$ cat src/rtl/adder_counter_mux_pkg.sv
// Shared widths and output-select encoding for the adder/counter/mux datapath.
// Latency: n/a (declarations only).
// Backpressure: n/a.
// Contents: OPERAND_W, ACC_W, CNT_W width constants; sel_e select enum.
package adder_counter_mux_pkg;

   localparam int OPERAND_W = 8;
   localparam int ACC_W     = 16;   // accumulator is two operand bytes wide
   localparam int CNT_W     = 8;

   typedef enum logic [1:0] {
      SEL_ACC_LSB = 2'b00,
      SEL_ACC_MSB = 2'b01,
      SEL_COUNT   = 2'b10,
      SEL_CARRY   = 2'b11
   } sel_e;

endpackage

$ cat src/rtl/adder_counter_mux_if.sv
// Bus bundle between the operand/accumulator registers and the datapath core.
// Latency: n/a (wires only).
// Backpressure: none; the add strobe is a plain enable with no ready path.
// Modports: slave = datapath core (consumes add/operand/acc/sel, drives results);
//           master = surrounding logic (drives add/operand/acc/sel, reads results).
interface adder_counter_mux_if
   import adder_counter_mux_pkg::*;
#(
   parameter int OPERAND_WIDTH = OPERAND_W,
   parameter int ACC_WIDTH     = ACC_W,
   parameter int COUNT_WIDTH   = CNT_W
);
   logic                     add;
   logic [OPERAND_WIDTH-1:0] new_operand;
   logic [ACC_WIDTH-1:0]     current_value;
   logic [ACC_WIDTH-1:0]     output_value;
   logic [1:0]               sel;
   logic [OPERAND_WIDTH-1:0] data_out;
   logic [COUNT_WIDTH-1:0]   counter_value;
   logic                     counter_carry;

   modport slave (
      input  add, new_operand, current_value, sel,
      output output_value, data_out, counter_value, counter_carry
   );

   modport master (
      output add, new_operand, current_value, sel,
      input  output_value, data_out, counter_value, counter_carry
   );
endinterface

$ cat src/rtl/adder_counter_mux_add_counter.sv
// Counts add strobes; sticky flag records that the count has ever wrapped.
// Latency: count/carry update on the rising clock edge that samples add=1.
// Backpressure: none; add=0 simply holds state.
// Ports: clock, reset (async active-low), add (in), count (out), carry (out).
module add_counter
   import adder_counter_mux_pkg::*;
#(
   parameter int COUNT_WIDTH = CNT_W
) (
   input  logic                   clock,
   input  logic                   reset,
   input  logic                   add,
   output logic [COUNT_WIDTH-1:0] count,
   output logic                   carry
);
   always_ff @(posedge clock or negedge reset) begin
      if (!reset) begin
         count <= '0;
         carry <= 1'b0;
      end else if (add) begin
         count <= count + COUNT_WIDTH'(1);
         // Set on the edge that wraps all-ones to zero; only reset clears it.
         if (&count) begin
            carry <= 1'b1;
         end
      end
   end
endmodule

$ cat src/rtl/adder_counter_mux_adder_comb.sv
// Accumulator adder: current_value + zero-extended operand, carry out dropped.
// Latency: 0 cycles (pure combinational).
// Backpressure: none.
// Ports: operand (in), acc (in), sum (out).
module adder_comb
   import adder_counter_mux_pkg::*;
#(
   parameter int OPERAND_WIDTH = OPERAND_W,
   parameter int ACC_WIDTH     = ACC_W
) (
   input  logic [OPERAND_WIDTH-1:0] operand,
   input  logic [ACC_WIDTH-1:0]     acc,
   output logic [ACC_WIDTH-1:0]     sum
);
   // Result is truncated to the accumulator width, so 0xFFFF + 1 wraps to 0.
   assign sum = acc + {{(ACC_WIDTH-OPERAND_WIDTH){1'b0}}, operand};
endmodule

$ cat src/rtl/adder_counter_mux_out_mux4.sv
// Byte-wide 4:1 output select: acc LSB, acc MSB, count, or carry flag.
// Latency: 0 cycles (combinational; sel acts in the same cycle).
// Backpressure: none.
// Ports: sel, acc, count, carry (in); data (out).
module out_mux4
   import adder_counter_mux_pkg::*;
#(
   parameter int OPERAND_WIDTH = OPERAND_W,
   parameter int ACC_WIDTH     = ACC_W,
   parameter int COUNT_WIDTH   = CNT_W
) (
   input  logic [1:0]               sel,
   input  logic [ACC_WIDTH-1:0]     acc,
   input  logic [COUNT_WIDTH-1:0]   count,
   input  logic                     carry,
   output logic [OPERAND_WIDTH-1:0] data
);
   always_comb begin
      data = '0;
      case (sel_e'(sel))
         SEL_ACC_LSB: data = acc[OPERAND_WIDTH-1:0];
         SEL_ACC_MSB: data = acc[ACC_WIDTH-1:OPERAND_WIDTH];
         SEL_COUNT:   data = OPERAND_WIDTH'(count);
         SEL_CARRY:   data = OPERAND_WIDTH'(carry);   // flag in bit 0, rest zero
         default:     data = '0;
      endcase
   end
endmodule

$ cat src/rtl/adder_counter_mux.sv
// Datapath core between operand and accumulator registers: adder, add counter, output mux.
// Latency: sum and mux are 0-cycle; counter updates on the clock edge sampling add.
// Backpressure: none; add is a plain enable shared with the external accumulator load.
// Ports: clock, reset (async active-low), bus (slave: add, new_operand, current_value,
//        sel in; output_value, data_out, counter_value, counter_carry out).
// ACC_WIDTH must equal 2*OPERAND_WIDTH so the mux can split the accumulator into bytes.
module adder_counter_mux
   import adder_counter_mux_pkg::*;
#(
   parameter int OPERAND_WIDTH = OPERAND_W,
   parameter int ACC_WIDTH     = ACC_W,
   parameter int COUNT_WIDTH   = CNT_W
) (
   input  logic                clock,
   input  logic                reset,
   adder_counter_mux_if.slave  bus
);
   logic [COUNT_WIDTH-1:0] count;
   logic                   carry;

   adder_comb #(
      .OPERAND_WIDTH (OPERAND_WIDTH),
      .ACC_WIDTH     (ACC_WIDTH)
   ) u_adder (
      .operand (bus.new_operand),
      .acc     (bus.current_value),
      .sum     (bus.output_value)
   );

   add_counter #(
      .COUNT_WIDTH (COUNT_WIDTH)
   ) u_counter (
      .clock (clock),
      .reset (reset),
      .add   (bus.add),
      .count (count),
      .carry (carry)
   );

   out_mux4 #(
      .OPERAND_WIDTH (OPERAND_WIDTH),
      .ACC_WIDTH     (ACC_WIDTH),
      .COUNT_WIDTH   (COUNT_WIDTH)
   ) u_mux (
      .sel   (bus.sel),
      .acc   (bus.current_value),
      .count (count),
      .carry (carry),
      .data  (bus.data_out)
   );

   assign bus.counter_value = count;
   assign bus.counter_carry = carry;
endmodule

$ cat src/flat_wrapper.sv
// flat-port wrapper written by rule: the top's interface ports become plain ports
module adder_counter_mux_flat import adder_counter_mux_pkg::*;
#(
   parameter int OPERAND_WIDTH = OPERAND_W,
   parameter int ACC_WIDTH     = ACC_W,
   parameter int COUNT_WIDTH   = CNT_W
)
  (clock, reset, bus_add, bus_new_operand, bus_current_value, bus_sel, bus_output_value, bus_data_out, bus_counter_value, bus_counter_carry);
  adder_counter_mux_if #(.OPERAND_WIDTH(OPERAND_WIDTH), .ACC_WIDTH(ACC_WIDTH), .COUNT_WIDTH(COUNT_WIDTH)) bus_i ();
  input  logic clock;
  input  logic reset;
  input wire logic [$bits(bus_i.add)-1:0] bus_add;
  input wire logic [$bits(bus_i.new_operand)-1:0] bus_new_operand;
  input wire logic [$bits(bus_i.current_value)-1:0] bus_current_value;
  input wire logic [$bits(bus_i.sel)-1:0] bus_sel;
  output wire logic [$bits(bus_i.output_value)-1:0] bus_output_value;
  output wire logic [$bits(bus_i.data_out)-1:0] bus_data_out;
  output wire logic [$bits(bus_i.counter_value)-1:0] bus_counter_value;
  output wire logic [$bits(bus_i.counter_carry)-1:0] bus_counter_carry;
  assign bus_i.add = bus_add;
  assign bus_i.new_operand = bus_new_operand;
  assign bus_i.current_value = bus_current_value;
  assign bus_i.sel = bus_sel;
  assign bus_output_value = bus_i.output_value;
  assign bus_data_out = bus_i.data_out;
  assign bus_counter_value = bus_i.counter_value;
  assign bus_counter_carry = bus_i.counter_carry;
  adder_counter_mux #(.OPERAND_WIDTH(OPERAND_WIDTH), .ACC_WIDTH(ACC_WIDTH), .COUNT_WIDTH(COUNT_WIDTH)) u_core (.clock(clock), .reset(reset), .bus(bus_i));
endmodule
$ cat config.mk
export PLATFORM = sky130hd
export DESIGN_NAME = adder_counter_mux_flat
export DESIGN_NICKNAME = d
export VERILOG_FILES = /design/src/rtl/adder_counter_mux_pkg.sv /design/src/rtl/adder_counter_mux_if.sv /design/src/rtl/adder_counter_mux_add_counter.sv /design/src/rtl/adder_counter_mux_adder_comb.sv /design/src/rtl/adder_counter_mux_out_mux4.sv /design/src/rtl/adder_counter_mux.sv /design/src/flat_wrapper.sv
export SDC_FILE = /design/constraint.sdc
export NUM_CORES = 1
export LEC_CHECK = 0
export CORE_MARGIN = 2
export CORE_UTILIZATION = 37
export DETAILED_ROUTE_END_ITERATION = 16
export PLACE_DENSITY = 0.81
export SLEW_MARGIN = 20
export SYNTH_ARGS = -nofsm -noshare
export SYNTH_HDL_FRONTEND = slang
export SYNTH_SLANG_ARGS = --single-unit
$ cat constraint.sdc
create_clock -name clock -period 2.6 [get_ports clock]
set_clock_uncertainty 0.05 [all_clocks]
set_input_delay 0.26 -clock clock [delete_from_list [all_inputs] [get_ports clock]]
set_output_delay 0.26 -clock clock [all_outputs]
set_load 0.005 [all_outputs]
Word level (Yosys, flattened, before mapping)
Index checks and enable logic that the tools add are counted.
{"block": "totals", "elab_cells": 10, "ramBits": 0, "romBits": 0, "output_inout_bits": 33, "n_memories": 0, "register_bits": 9, "latch_bits": 0}
{"block": "classes", "n_lt_le_gt_ge": 0, "eq_ne": 3, "mux": 1, "div_mod_pow": 0, "n_bitwise": 0, "shift": 0, "n_mul": 0, "add_sub_neg": 2, "reduce_logical": 2}
{"operator": "$pmux W8 S4", "n": 1}
{"operator": "$add A16 B8 Y16", "n": 1}
{"operator": "$reduce_and A9 Y1", "n": 1}
{"operator": "$add A8 B1 Y8 const B", "n": 1}
{"operator": "$eq A2 B2 Y1 const B", "n": 2}
{"operator": "$eq A2 B1 Y1 const B", "n": 1}
{"operator": "$logic_not A2 Y1", "n": 1}

Depth between registers and ports, before layout
Gate-level depths: netlist of the first run.
{"block": "depth", "ltp_word": 2, "mapped_depth": 6, "ltp_nobuf": 6}

Modules after synthesis
Synthesis of the first run repeated with hierarchy kept, for this count alone.
{"block": "hier_totals", "cells_unflattened": 109, "hier_area_um2": 1042.2}
{"module": "adder_comb", "n_inst": 1, "cells_each": 62, "area_each_um2": 490.5}
{"module": "add_counter", "n_inst": 1, "cells_each": 28, "area_each_um2": 370.4}
{"module": "out_mux4", "n_inst": 1, "cells_each": 19, "area_each_um2": 181.4}

Worst setup path before layout of the first run
OpenSTA, ideal clock, no wires.
{"block": "synth_timing", "path_kind": "input to output", "from": "in bus_current_value[0]", "to": "out bus_output_value[10]", "path_slack_ns": 0.551, "path_stages": 6, "arrival_ns": 1.739, "required_time_ns": 2.290, "cell_sequence": "ha_1 > fa_1 > a21o_1 > a221oi_2 > a211oi_1 > xor2_1"}
{"block": "synth_between", "elab_chain_len": 1}
{"item": "from (decl)", "line": "flat_wrapper.sv:14", "source": "input wire logic [$bits(bus_i.current_value)-1:0] bus_current_value;"}
{"item": "$add A16 B8 Y16", "line": "adder_counter_mux_adder_comb.sv:16", "source": "assign sum = acc + {{(ACC_WIDTH-OPERAND_WIDTH){1'b0}}, operand};"}
{"item": "to (decl)", "line": "flat_wrapper.sv:16", "source": "output wire logic [$bits(bus_i.output_value)-1:0] bus_output_value;"}
No other way between the ends.

Worst setup path after layout of the first run
{"block": "layout_timing", "from": "in bus_current_value[2]", "to": "out bus_output_value[13]"}
Same word-level chain as after synthesis.

==> reports/metrics.cfg, run 1 <==
[clocking]
cts_tree=done
cts_sinks=9
cts_max_path_buffers=2
root_buffer=clkbuf_4
htreeDepth=1
clkSlewWorstSetupHoldPaths_ns=0.06
cts_buffers=3
postCtsHoldBufs=0
clk_latency_ns=0.25

[placed_design]
io_buffers=61
dpl.hpwl_um=2920
place.gp.congestion=0.906
dp_worst_setup_slack_ns=-0.411

[global_routing]
grt_start_max_net_pins=10
grt_use_total_pct=24.9
grt_pass1_wl_um=6200
use_met1_pct=27.9
grt_overflow_total=0
antenna_found_initial=0
grt-busiest-layer=met2
grtUsageMet3_pct=3.72
first_global_vias=1368
grt_use_met2_pct=47.1

[cells_and_area]
seq_area_um2=225
diodes=0
multiInputGateArea_um2=851
nets=249
fillers=175
drive_gt1_share_pct=27.3
syn_to_final_growth_pct=99.4

[min_path]
min_path_type=in2async

[drt]
wirelength_um=4050
post_drt_via_cell_ratio=5.41
drtIter0Drc=34
wl_per_cell_um=16.9
drc_errors=0
drt_first_pass_iters=4
vias=1294
ant_nets=0

[floorplanning]
die_area_mm2=0.00314
dieWidth_um=56.0
core.rowCount=18
die_y_um=56.0
fp.coreArea_mm2=0.00252
initial_utilization_pct=39.7
io_pins=62

[timing]
relSlewSlack_pct=71.2
fmax_ghz=0.396
hold_violations=0
worst_slack_ns=0.0719
rsz0062_at_grt=true
period_needed_ns=2.53
drv_slew=0
finalCritPeriodShare_pct=97.2
setup_viol=0
tightestPinTransition_ns=0.430

[job]
max_cap_violations=0

[synth]
synth_top_family_by_area=compound AO/OA/AOI/OAI gates
synth_xor_area_share_pct=18.4
synthAdderAreaFrac_pct=13.3
synth-compound-area-share_pct=20.5
synth-edff-count=0
muxShareOfSynthArea_pct=10.4
synth-seq-cells=9
yosys.area_share.simple_pct=14.5
seq_area_frac_synth_pct=22.5
syn_area_per_cell_um2=9.02
synthesis.area_mm2=0.00100
postSynth.asyncResetShare_pct=100
syn_inst=111
syn-num-nets=150
yosysWarnings=0
ys.flop_type=dfrtp_1
ys_types=29

[worst_setup_path]
rr_worst_depth=4
crit_type=in2out
cp.arrival_ns=2.22
end_kind=output pin
r2r-end=u_core.u_counter.count[7]
setup.worst_path.start=bus_current_value[2]
path_max_fanout=3
cp_data_required_time_ns=2.29
critPathLaunchType=primary input
rrSetupSlack_ns=1.30
r2r_start=u_core.u_counter.count[2]
endpoint=bus_output_value[13]

[outcome]
outcome=completed

[power]
ir_drop_mv=0.478
leakagePower_nw=0.944
powerDensity_mw_per_mm2=477
totalPowerFinal_uw=952

[Yosys cell counts (2+ instances only)]
library cell,count,area [µm²]
nand2_1,11,41.3
o21ai_0,11,55.1
xnor2_1,11,96.3
xor2_1,10,87.6
dfrtp_1,9,225
ha_1,9,113
mux2i_1,7,70.1
nor2_1,6,22.5
a21oi_1,5,25.0
a21o_1,4,30.0
nand3_1,3,15.0
o211ai_1,3,22.5
a211oi_1,2,15.0
and3_1,2,12.5
and4_1,2,17.5
nand4_1,2,12.5
nor3_1,2,10.0
[repair_timing]
action / 4_1_cts / 5_1_grt
hold endpoints to repair: 0 / 0
pin swaps: 10 / 7
endpoints found under the setup margin: 12 / 9
setup buffers: 5 / 4
resized for setup: 38 / 9
[power by group]
part	switching (mW)	internal, mW	total (mW)
Clock	0.0446	0.0589	0.103
Sequential	0.0766	0.194	0.270
Combinational	0.216	0.363	0.579
Total	0.337	0.615	0.952
[layout make-up]
type | instances | area share, %
multi-input combinational | 101 | 42.6
timing repair buffer | 95 | 42.9
sequential | 9 | 11.3
clock buffer | 4 | 1.32
tap | 30 | 1.88
[routing by layer]
layer / vias to the layer above / part of all wire, %
met4: 0 / 1.7
met3: 6 / 7.4
met1: 616 / 38
li1: 608 / -
met2: 64 / 53
met5: - / 0
[cell families (layout without fill, tap and decap cells)]
group	Yosys count	count (layout)
DFF	9	9
and+or+nand+nor	30	30
buffers and inverters	1	99
AOI/OAI and AO/OA	31	31
xor gates and xnor gates	21	21
adders and majority gates	10	10
muxes	9	9
[critical path: stages]
cell and delay (ns):
clkdlybuf4s50_1 0.43, ha_1 0.34, o211ai_1 0.25, buf_4 0.18
nor3_4 0.04, buf_4 0.13, o211ai_1 0.18, xnor2_1 0.13
dlygate4sd2_1 0.25
[cells in the final DEF, fill, tap and decap left out, drive strengths merged]
master         synthesis  routed
nor2                   6       6
mux2                   1       1
xor2                  10      10
mux2i                  7       7
nor2b                  1       1
o21a                   1       1
a21oi                  6       6
o21ai                 12      12
nor3                   2       2
nand2                 11      11
clkdlybuf4s15          0       1
dfrtp                  9       9
dlygate4sd2            0       7
and3                   3       3
clkbuf                 0       4
ha                     9       9
a21o                   4       4
a221oi                 1       1
a211oi                 3       3
nand3                  3       3
o211ai                 3       3
clkdlybuf4s50          0      43
xnor2                 11      11
fa                     1       1
dlymetal6s2s           0       6
o41ai                  1       1
mux4                   1       1
and4                   2       2
nand4                  2       2
buf                    1      38
[how the worst min path moves through the flow]
| stage | endpoint | slack [ns] | cells after the start |
|---|---|---|---|
| floorplan | u_core.u_counter.carry | -0.09 | 0 |
| global placement | u_core.u_counter.count[6] | 0.45 | 1 |
| detailed placement | u_core.u_counter.count[6] | 0.46 | 1 |
| CTS | u_core.u_counter.count[4] | 0.25 | 1 |
| global route | u_core.u_counter.carry | 0.26 | 1 |
| finish | u_core.u_counter.count[4] | 0.24 | 1 |
[stage by stage]
stage / utilization (%) / instance area, µm² / TNS (ns) / cells / hold slack, ns
after detailed placement: 72.6 / 1830 / -3.59 / 226 / 0.462
after floorplan: - / 1000 / 0 / 111 / -0.0856
after CTS: 76.7 / 1930 / -0.201 / 235 / 0.250
final: 79.1 / 2000 / 0 / 239 / 0.240
after global placement: 72.6 / 1830 / -2.91 / 226 / 0.452
after global routing: 79.1 / 2000 / -0.0446 / 239 / 0.262
[sequential cells by signal, indices dropped and copies added, names as in the netlist]
signal                  cells
u_core.u_counter.carry      1
u_core.u_counter.count      8
No activity file was read; power rests on OpenSTA's default activity.
==> run 2, diff against run 1 <==
--- a/config.mk
+++ b/config.mk
@@ -6,9 +6,10 @@
 export NUM_CORES = 1
 export LEC_CHECK = 0
 export CORE_MARGIN = 2
-export CORE_UTILIZATION = 37
+export CORE_UTILIZATION = 41
+export CTS_BUF_LIST = sky130_fd_sc_hd__clkbuf_4
 export DETAILED_ROUTE_END_ITERATION = 16
-export PLACE_DENSITY = 0.81
+export PLACE_DENSITY = 0.88
 export SLEW_MARGIN = 20
 export SYNTH_ARGS = -nofsm -noshare
 export SYNTH_HDL_FRONTEND = slang
==> constraint.sdc (replaced) <==
create_clock -name clock -period 3.2 [get_ports clock]
set_clock_uncertainty 0.05 [all_clocks]
set_input_delay 0.32 -clock clock [delete_from_list [all_inputs] [get_ports clock]]
set_output_delay 0.32 -clock clock [all_outputs]
set_load 0.005 [all_outputs]
==> run 2 against run 1 <==
Net effect:
- hold slack better by 0.066 ns
- non-clock buffer count shrank 32
- sequential power down 18%
==> reports/metrics.cfg, run 2 (same netlist as run 1, synthesis figures left out) <==
[power]
internal-power_uw=477
totalPowerFinal_uw=726
swShare_pct=34.4
ir_drop_mv=0.447
leakagePower_nw=0.727
powerDensity_mw_per_mm2=429
switching_power_uw=250
p_clk_share_pct=12.9
combPwrFrac_pct=56.5
seqPwrFrac_pct=30.5

[cells_and_area]
top_register=u_core.u_counter.count
diodes=0
syn_to_final_growth_pct=69.0
largest_reg_flops=8
layout_common_cells=clkdlybuf4s50_1, nand2_1, o21ai_0, xnor2_1, xor2_1
fin_cells=205
nets=217
drive_gt1_share_pct=7.34
top_regs=u_core.u_counter.count x8, u_core.u_counter.carry x1
final_common_cell=clkdlybuf4s50_1
fin_util_pct=75.0

[drt]
wirelength_um=3190
drtIter0Drc=3
drc_errors=0
drt_first_pass_iters=4
post_drt_via_cell_ratio=5.55
wl_per_cell_um=15.6
ant_nets=0
vias=1138

[global_routing]
grt_start_max_net_pins=10
grtUsageMet3_pct=4.52
grt_overflow_total=0
grt_use_met2_pct=45.9
grt_pass1_wl_um=5200
grt_use_total_pct=24.5
first_global_vias=1222
antenna_found_initial=0
use_met1_pct=27.1
grt-busiest-layer=met2

[worst_setup_path]
cp.arrival_ns=2.70
critPathLaunchType=primary input
cp_data_required_time_ns=2.83
crit_type=in2out
end_kind=output pin
path_max_fanout=5

[floorplanning]
die_y_um=53.4
initial_utilization_pct=44.4
die_area_mm2=0.00285
fp.coreArea_mm2=0.00225
io_pins=62
core.rowCount=17
dieWidth_um=53.4

[outcome]
outcome=completed

[clocking]
clk_latency_ns=0.26
cts_max_path_buffers=2
cts_tree=done
cts_buffers=3
cts-resized-gates=0
postCtsHoldBufs=0
htreeDepth=1
cts_sinks=9
root_buffer=clkbuf_4
clkSlewWorstSetupHoldPaths_ns=0.06
cts_setup_buffers=0

[timing]
finalCritPeriodShare_pct=96.0
setup-tns-final_ns=0
drv_slew=0
setup_viol=0
hold_violations=0
fmax_ghz=0.325
tightestPinTransition_ns=0.503
rsz0062_at_grt=false
period_needed_ns=3.07
relSlewSlack_pct=66.4

[placed_design]
dpl.hpwl_um=2630
io_buffers=61
place.gp.congestion=0.781
post-place-cells=201

[job]
max_cap_violations=0

[min_path]
min_path_type=in2async

[run 2: worst max-delay path, cell delays in order]
cell and delay [ns]:
clkdlybuf4s50_1 0.42, ha_1 0.24, fa_2 0.36, a21o_1 0.22, a221oi_2 0.22, buf_4 0.18
a211oi_1 0.08, xor2_1 0.16, clkdlybuf4s50_1 0.52
[run 2: path summary, 6_finish.rpt]
| path | to | startpoint | cells past startpoint | slack [ns] |
|---|---|---|---|---|
| setup reg to reg | u_core.u_counter.count[7] | u_core.u_counter.count[2] | 4 | 1.88 |
| min in group clock | u_core.u_counter.carry | u_core.u_counter.carry | 1 | 0.47 |
| hold reg to reg | u_core.u_counter.carry | u_core.u_counter.carry | 1 | 0.47 |
| max in group asynchronous | u_core.u_counter.count[4] | reset | 1 | 2.51 |
| hold / removal | u_core.u_counter.carry | reset | 1 | 0.31 |
| setup / recovery | bus_output_value[14] | bus_current_value[0] | 9 | 0.13 |
[run 2: area by class of cell]
cell class | instances | area [µm²]
multi-input combinational | 101 | 773
tap | 28 | 35.0
timing repair buffer | 63 | 628
fill | 189 | 563
sequential | 9 | 225
clock buffer | 4 | 30.0
[run 2: power groups by stage]
stage | Clock (mW) | Combinational [mW] | Sequential, mW
global route | 0.0990 | 0.446 | 0.229
global placement | 0 | 0.398 | 0.219
floorplan | 0 | 0.160 | 0.212
CTS | 0.0950 | 0.415 | 0.221
finish | 0.0940 | 0.411 | 0.222
detailed placement | 0 | 0.408 | 0.220
[run 2: metrics by stage]
step                setup slack (ns)  cell area (µm²)  hold slack, ns
floorplan                       1.03             1000         -0.0256
global placement               0.138             1660           0.452
detailed placement            0.0896             1660           0.460
CTS                           0.0811             1690           0.322
global route                  0.0300             1690           0.325
finish                         0.128             1690           0.306
[run 2: routing by layer]
layer / vias to the layer above / wire (µm) / part of all wire [%]
met5: - / 0 / 0
met4: 0 / 21 / 0.66
met3: 4 / 289 / 9.1
met2: 51 / 1670 / 52
met1: 536 / 1220 / 38
li1: 547 / - / -
==> run 3, diff against run 2 <==
--- a/config.mk
+++ b/config.mk
@@ -5,6 +5,7 @@
 export SDC_FILE = /design/constraint.sdc
 export NUM_CORES = 1
 export LEC_CHECK = 0
+export CORE_ASPECT_RATIO = 0.7
 export CORE_MARGIN = 2
 export CORE_UTILIZATION = 41
 export CTS_BUF_LIST = sky130_fd_sc_hd__clkbuf_4
==> run 3 against run 2 <==
Net effect:
- count of clock-buffer cells in the layout is the same
- power is 2.8% higher
- via count shrank 2.3%
- routed wire length up 4.3%
- hold slack lost 0.013 ns
- die area grew 0.22%
- non-clock buffer count rose by 1
- combinational power rose by 3%
- utilization is 3.0 points higher
- clock power rose by 6%
- first-iteration DRC count increased to 17 times the previous value
- sequential power hardly changed
- critical path type unchanged
- critical endpoint is now bus_output_value[12]
- highest routed layer unchanged
==> reports/metrics.cfg, run 3 (same netlist as run 1, synthesis figures left out) <==
[outcome]
outcome=completed

[timing]
tightestPinTransition_ns=0.500
relSlewSlack_pct=66.6
period_needed_ns=3.07
fmax_ghz=0.326
drv_slew=0
rsz0062_at_grt=false
setup_viol=0
finalCritPeriodShare_pct=96.0
setup-tns-final_ns=0
hold_violations=0

[cells_and_area]
syn_to_final_growth_pct=73.5
fin_cells=210
fillers=164
nets=218
fin_util_pct=78.1
diodes=0
multiInputGateArea_um2=805
top_regs=u_core.u_counter.count x8, u_core.u_counter.carry x1
final_common_cell=clkdlybuf4s50_1
layout_common_cells=clkdlybuf4s50_1, nand2_1, o21ai_0, xnor2_1, xor2_1
seq_area_um2=225
drive_gt1_share_pct=10.7
top_register=u_core.u_counter.count
largest_reg_flops=8

[clocking]
postCtsHoldBufs=0
root_buffer=clkbuf_4
clk_latency_ns=0.27
cts_max_path_buffers=2
cts_buffers=3
cts_tree=done
clkSlewWorstSetupHoldPaths_ns=0.07
htreeDepth=1
cts_sinks=9

[floorplanning]
io_pins=62
dieWidth_um=63.1
core.rowCount=14
die_area_mm2=0.00286
initial_utilization_pct=45.0
die_y_um=45.3
fp.coreArea_mm2=0.00222

[global_routing]
grt_start_max_net_pins=10
grt_overflow_total=0
first_global_vias=1119
antenna_found_initial=0
grt_pass1_wl_um=5240
grt_use_total_pct=24.1

[power]
p_clk_share_pct=13.4
powerDensity_mw_per_mm2=430
combPwrFrac_pct=56.4
leakagePower_nw=0.724
ir_drop_mv=0.184
switching_power_uw=265
internal-power_uw=482
swShare_pct=35.5
seqPwrFrac_pct=30.2

[job]
max_cap_violations=0

[placed_design]
place.gp.congestion=0.875
dpl.hpwl_um=2670
io_buffers=61
post-place-cells=204

[worst_setup_path]
path_common_cell=clkdlybuf4s50_1
critPathTopFamily=buffers and inverters
end_kind=output pin
r2r_start=u_core.u_counter.count[0]
crit_type=in2out
max_stage_delay_ns=0.52
setup.worst_path.start=bus_current_value[0]
cp_data_required_time_ns=2.83
path_cells=clkdlybuf4s50_1 -> ha_2 -> fa_2 -> a21o_1 -> a221oi_4 -> buf_6 -> a21oi_2 -> xor2_1 -> clkdlybuf4s50_1
cp.arrival_ns=2.70
critical_path_buf_inv_count=3
critPathLaunchType=primary input
path_max_fanout=5
slowest_stage=clkdlybuf4s50_1

[drt]
drc_errors=0
drtIter0Drc=51
ant_nets=0
wirelength_um=3330
wl_per_cell_um=15.9
post_drt_via_cell_ratio=5.30
vias=1112
drt_first_pass_iters=4

[min_path]
min_path_type=in2async

## run 3: cell count changes in the layout (fill, tap and decap cells not counted)
cell | before | now
a211oi_1 | 2 | 0
a211oi_2 | 1 | 3
a21oi_1 | 5 | 3
a21oi_2 | 1 | 3
a221oi_2 | 1 | 0
a221oi_4 | 0 | 1
buf_6 | 0 | 1
clkdlybuf4s50_1 | 60 | 61
dlymetal6s2s_1 | 1 | 0
ha_1 | 9 | 8
ha_2 | 0 | 1
## run 3: timing repair
action                                  4_1_cts  5_1_grt
pin swaps                                     0        2
gates resized for setup                       1        7
endpoints found under the setup margin        4        5
cloned                                        0        0
buffers inserted                              0        2
## run 3: cell type report
class                      count  share of cell area, %
clock buffer                   4                   1.73
sequential                     9                   13.0
tap                           32                   2.31
timing repair buffer          64                   36.7
multi-input combinational    101                   46.3
## run 3: final timing paths
path,depth (start not counted),slack [ns],endpoint
worst max-delay path,9,0.13,bus_output_value[12]
worst min-delay path,1,0.29,u_core.u_counter.count[2]
worst max register to register,4,1.89,u_core.u_counter.count[7]
worst min register to register,1,0.49,u_core.u_counter.count[6]
max in group asynchronous,1,2.51,u_core.u_counter.count[3]
min in group clock,1,0.49,u_core.u_counter.count[6]
## run 3: power groups by stage
stage	Clock, mW	Combinational (mW)	Sequential [mW]
after CTS	0.100	0.414	0.225
final	0.100	0.422	0.225
after detailed placement	0	0.407	0.226
after global routing	0.106	0.457	0.235
after floorplan	0	0.160	0.212
after global placement	0	0.396	0.222
## run 3: stage by stage
stage                     setup slack, ns  power (mW)  hold slack (ns)  instance area (µm²)
after floorplan                      1.03       0.372          -0.0256                 1000
after global placement           -0.00969       0.618            0.460                 1650
after detailed placement          -0.0482       0.633            0.470                 1650
after CTS                          0.0291       0.739            0.303                 1700
after global routing               0.0142       0.798            0.320                 1740
final                               0.128       0.747            0.293                 1740
## run 3: worst register-to-register path, stage by stage (launching register included)
cell     delay, ns
dfrtp_1       0.45
nand4_1       0.17
nor2_1        0.19
and3_1        0.22
xor2_1        0.15
## run 3: layer usage
layer / global-route usage, % / up-vias / routed length (µm)
met5: 0 / - / 0
met4: 10.2 / 0 / 72
met3: 3.74 / 10 / 134
met2: 43.8 / 45 / 1650
met1: 29.2 / 513 / 1470
li1: - / 544 / -
==> edit 1 (settings of run 1) <==
The package constant `CNT_W` goes from 8 to 9.
--- a/src/rtl/adder_counter_mux_pkg.sv
+++ b/src/rtl/adder_counter_mux_pkg.sv
@@ -8,3 +8,3 @@
    localparam int ACC_W     = 16;   // accumulator is two operand bytes wide
-   localparam int CNT_W     = 8;
+   localparam int CNT_W     = 9;
 
Ports: changed (resized bus_counter_value); port bits go from 62 to 63. No check against the original RTL was run, so the function may have changed too.
==> edit 1 against run 1 <==
Cell area up 1.8%. Worst hold slack better by 11 ps. Worst setup slack worse by 33 ps. Area after synthesis increased by 5.4%. Combinational power is 3% lower. Sequential cell count up 1. Wire length decreased by 6.7%. Via count down 1.5%. Critical path depth shrank 1. Clock power rose by 36%. Total power rose by 4.5%.
==> edit 1: results <==
[run_status]
outcome = finished clean

[final_layout]
finalNetCount = 249
reg_top3 = u_core.u_counter.count: 9 flops, u_core.u_counter.carry: 1 flops
fillers = 213
layout-drive-gt1-share_pct = 25.8
top_register = u_core.u_counter.count

[clock_network]
clk_pin_slew_ps = 70
clkLatencyLatePin_ps = 270
post_cts.repair.setup_buffers = 3
cts_resized = 29
cts_root_buf = clkbuf_4

[logic_synthesis]
synthArstFlopShare_pct = 100
ys.warnings.count = 0
synth_common_cells = xnor2_1 (14), nand2_1 (12), o21ai_0 (11)
ys_types = 32
syn_inst = 116
syn-num-nets = 155
synth_area_leaders = dfrtp_1 (24%), xnor2_1 (12%), ha_1 (11%)
yosysSeqAreaShare_pct = 23.7

[drt]
routed_via_density = 5.31
via_count = 1275
drt_wl_total_um = 3780
drtIter0Drc = 44

[power_and_ir_drop]
ir_worst_vdd_mv = 0.505
swShare_pct = 34.3
powerComb_uw = 563
power_frac_clock_pct = 14.1
p_leak_uw = 0.000922

[timing]
tightest_slew_ps = 459

[worst_setup_path]
r2r-end = u_core.u_counter.carry
reg2reg_slack_ps = 1320
timing.rr.start = u_core.u_counter.count[5]
r2r_cells = 3
crit_arrival_ps = 2250
worstSetupEndpoint = bus_output_value[7]

[place]
dp_hpwl_um = 2840
portBuffers = 62
dp.cells = 231
gp_congestion = 0.813

[min_path]
min_path_type = in2async

[global_route]
grt_pass1_wl_um = 6010
grt_start_max_net_pins = 11
grt_use_total_pct = 22.9
edit 1: changes by cell type after synthesis, sizes merged, moves of 2 or more:
cell          run 1  this run
and3              3         5
nor2              6         4
xnor2            11        14
xor2             10         8
edit 1: logic make-up after synthesis:
| family | share of synthesized area [%] |
|---|---|
| flops | 23.7 |
| fa+ha+maj | 12.6 |
| mux | 9.85 |
| compound gates | 19.9 |
| buf+inv | 1.19 |
| xor+xnor | 18.3 |
| simple gates | 14.5 |
edit 1: metal layers:
metal	part of all wire, %	routed length [um]	up-vias	track usage [%]
met3	5.9	223	8	2.49
li1	-	-	618	-
met4	1.0	39	0	5.32
met2	51	1930	60	42.2
met1	42	1590	589	28.2
met5	0	0	-	0
edit 1: final cells by class:
| class | count | area [um2] | area share (%) |
|---|---|---|---|
| inverters | 1 | 3.75 | 0.185 |
| repair buffers | 91 | 823 | 40.5 |
| clock buffers | 4 | 36.3 | 1.79 |
| multi-input cells | 103 | 880 | 43.3 |
| flip-flops and latches | 10 | 250 | 12.3 |
| well taps | 31 | 38.8 | 1.91 |
edit 1: critical path, stage by stage:
cell	delay, ps
clkdlybuf4s50_1	510
ha_2	300
o211ai_1	320
buf_4	170
nor2_1	40
o41ai_2	260
xnor2_1	150
dlygate4sd2_1	250
edit 1: per-stage QoR:
stage | hold slack (ps) | worst slack, ps | power, uW | setup TNS [ps] | instance area, um2
2_1_floorplan | -85.6 | 551 | 478 | 0 | 1050
3_3_place_gp | 436 | -329 | 811 | -2730 | 1890
3_5_place_dp | 446 | -425 | 834 | -3370 | 1890
4_1_cts | 265 | -82.8 | 993 | -275 | 1990
5_1_grt | 268 | -36.8 | 1070 | -68.0 | 2030
6_report | 252 | 39.3 | 995 | 0 | 2030
==> edit 2 (config.mk and constraints of run 1) <==
Without the edit above. Reset style: synchronous (`reset`), changed in one clocked block. Comments in the files are not updated.
--- a/src/rtl/adder_counter_mux_add_counter.sv
+++ b/src/rtl/adder_counter_mux_add_counter.sv
@@ -15,3 +15,3 @@
 );
-   always_ff @(posedge clock or negedge reset) begin
+   always_ff @(posedge clock) begin
       if (!reset) begin
Behaviour: differs if reset is asserted again (counterexample within 4 cycles, from zero or initial values and one cycle with reset low); with reset held inactive, the same outputs for 10 cycles.
==> edit 2 against run 1 <==
Cell area is 2.6% higher. Highest routed layer unchanged. Area after synthesis is 2.5% higher. Wire length up 1.0%. Global-route usage is 0.80 points higher. Worst setup slack lost 150 ps. Largest power group unchanged. Non-clock buffer count is 2 lower. Via count up 7.0%. Critical path type unchanged. Count of clock-buffer cells in the layout is the same. The run now ends with negative setup slack left. Synthesized cell count grew 11%. Maximum frequency fell by 5.6%. Total power decreased by 34%. Sequential cell count unchanged.
==> edit 2: results <==
[run_status]
outcome = complete, but fails checks
violations = negative setup slack

[drt]
dr_wl_met2_um = 1960
via_count = 1385
routed_via_density = 5.56
drtIter0Drc = 25
dr_wl_met3_um = 307
ant_nets = 0
m1WireLength_um = 1680
drt_wl_total_um = 4090

[place]
dpl_cell_area_mm2 = 0.00184
pre_cts_ws_ps = -438
gp_congestion = 0.938
dp_hpwl_um = 2810
dp.cells = 236

[logic_synthesis]
yosysSeqAreaShare_pct = 17.6
synth_common_cells = o21ai_0 (12), xnor2_1 (12), nand2_1 (10)
yosys.area_share.xor_xnor_pct = 17.1
synthAdderAreaFrac_pct = 12.9
syn-num-nets = 162
synthArstFlopShare_pct = 0
avgSynthCellArea_um2 = 8.34
synthMuxAreaShare_pct = 10.0
synth-compound-area-share_pct = 20.7

[worst_setup_path]
critPathLaunch = bus_current_value[3]
worstSetupEndpoint = bus_output_value[11]
crit_arrival_ps = 2370
reg2reg_slack_ps = 1270
timing.rr.start = u_core.u_counter.count[2]

[clock_network]
htree_levels = 1
cts_buffers = 3

[global_route]
grtUsageMet3_pct = 4.84
grt_pass1_wl_um = 6620
use_met1_pct = 31.3
grt_use_total_pct = 25.7
grt_pass1_vias = 1455
grtUsageMet2_pct = 43.2

[final_layout]
finalNetCount = 258
insertedDiodeCount = 0
layout-drive-gt1-share_pct = 27.5

[timing]
fin_setup_tns_ps = -78.0
setup_slack_ps = -78.0
tightest_slew_ps = 417
setup_viol_count_final = 1
timing.hold.ws_ps = 489

[power_and_ir_drop]
ir_worst_vdd_mv = 0.272
p_sw_uw = 202
pg_seq_uw = 147
p_leak_uw = 0.000857

[min_path]
min_path_type = reg2reg
worstHoldEndpoint = u_core.u_counter.carry
==> edit 2: cell count changes after synthesis, moves of 2 or more <==
cell     before  now
nor2b_1       1    3
dfxtp_1       0    9
dfrtp_1       9    0
xor2_1       10    8
and2_1        0    6
nand4_1       2    5
==> edit 2: timing repair <==
| action | 4_1_cts | 5_1_grt |
|---|---|---|
| gates resized for setup | 45 | 7 |
| endpoints found under the setup margin | 11 | 4 |
| pin swaps | 14 | 2 |
| setup buffers | 8 | 1 |
==> edit 2: area by class of cell <==
type | count | area (um2)
multi-input cells | 112 | 976
repair buffers | 93 | 827
fillers | 181 | 638
flip-flops and latches | 9 | 180
well taps | 31 | 38.8
clock buffers | 4 | 26.3
==> edit 2: worst max-delay path, cell delays in order <==
cell	delay, ps
clkdlybuf4s50_1	460
ha_4	300
o211ai_1	110
buf_4	170
nor3_4	280
o21ai_2	110
xnor2_1	150
clkdlybuf4s50_1	520
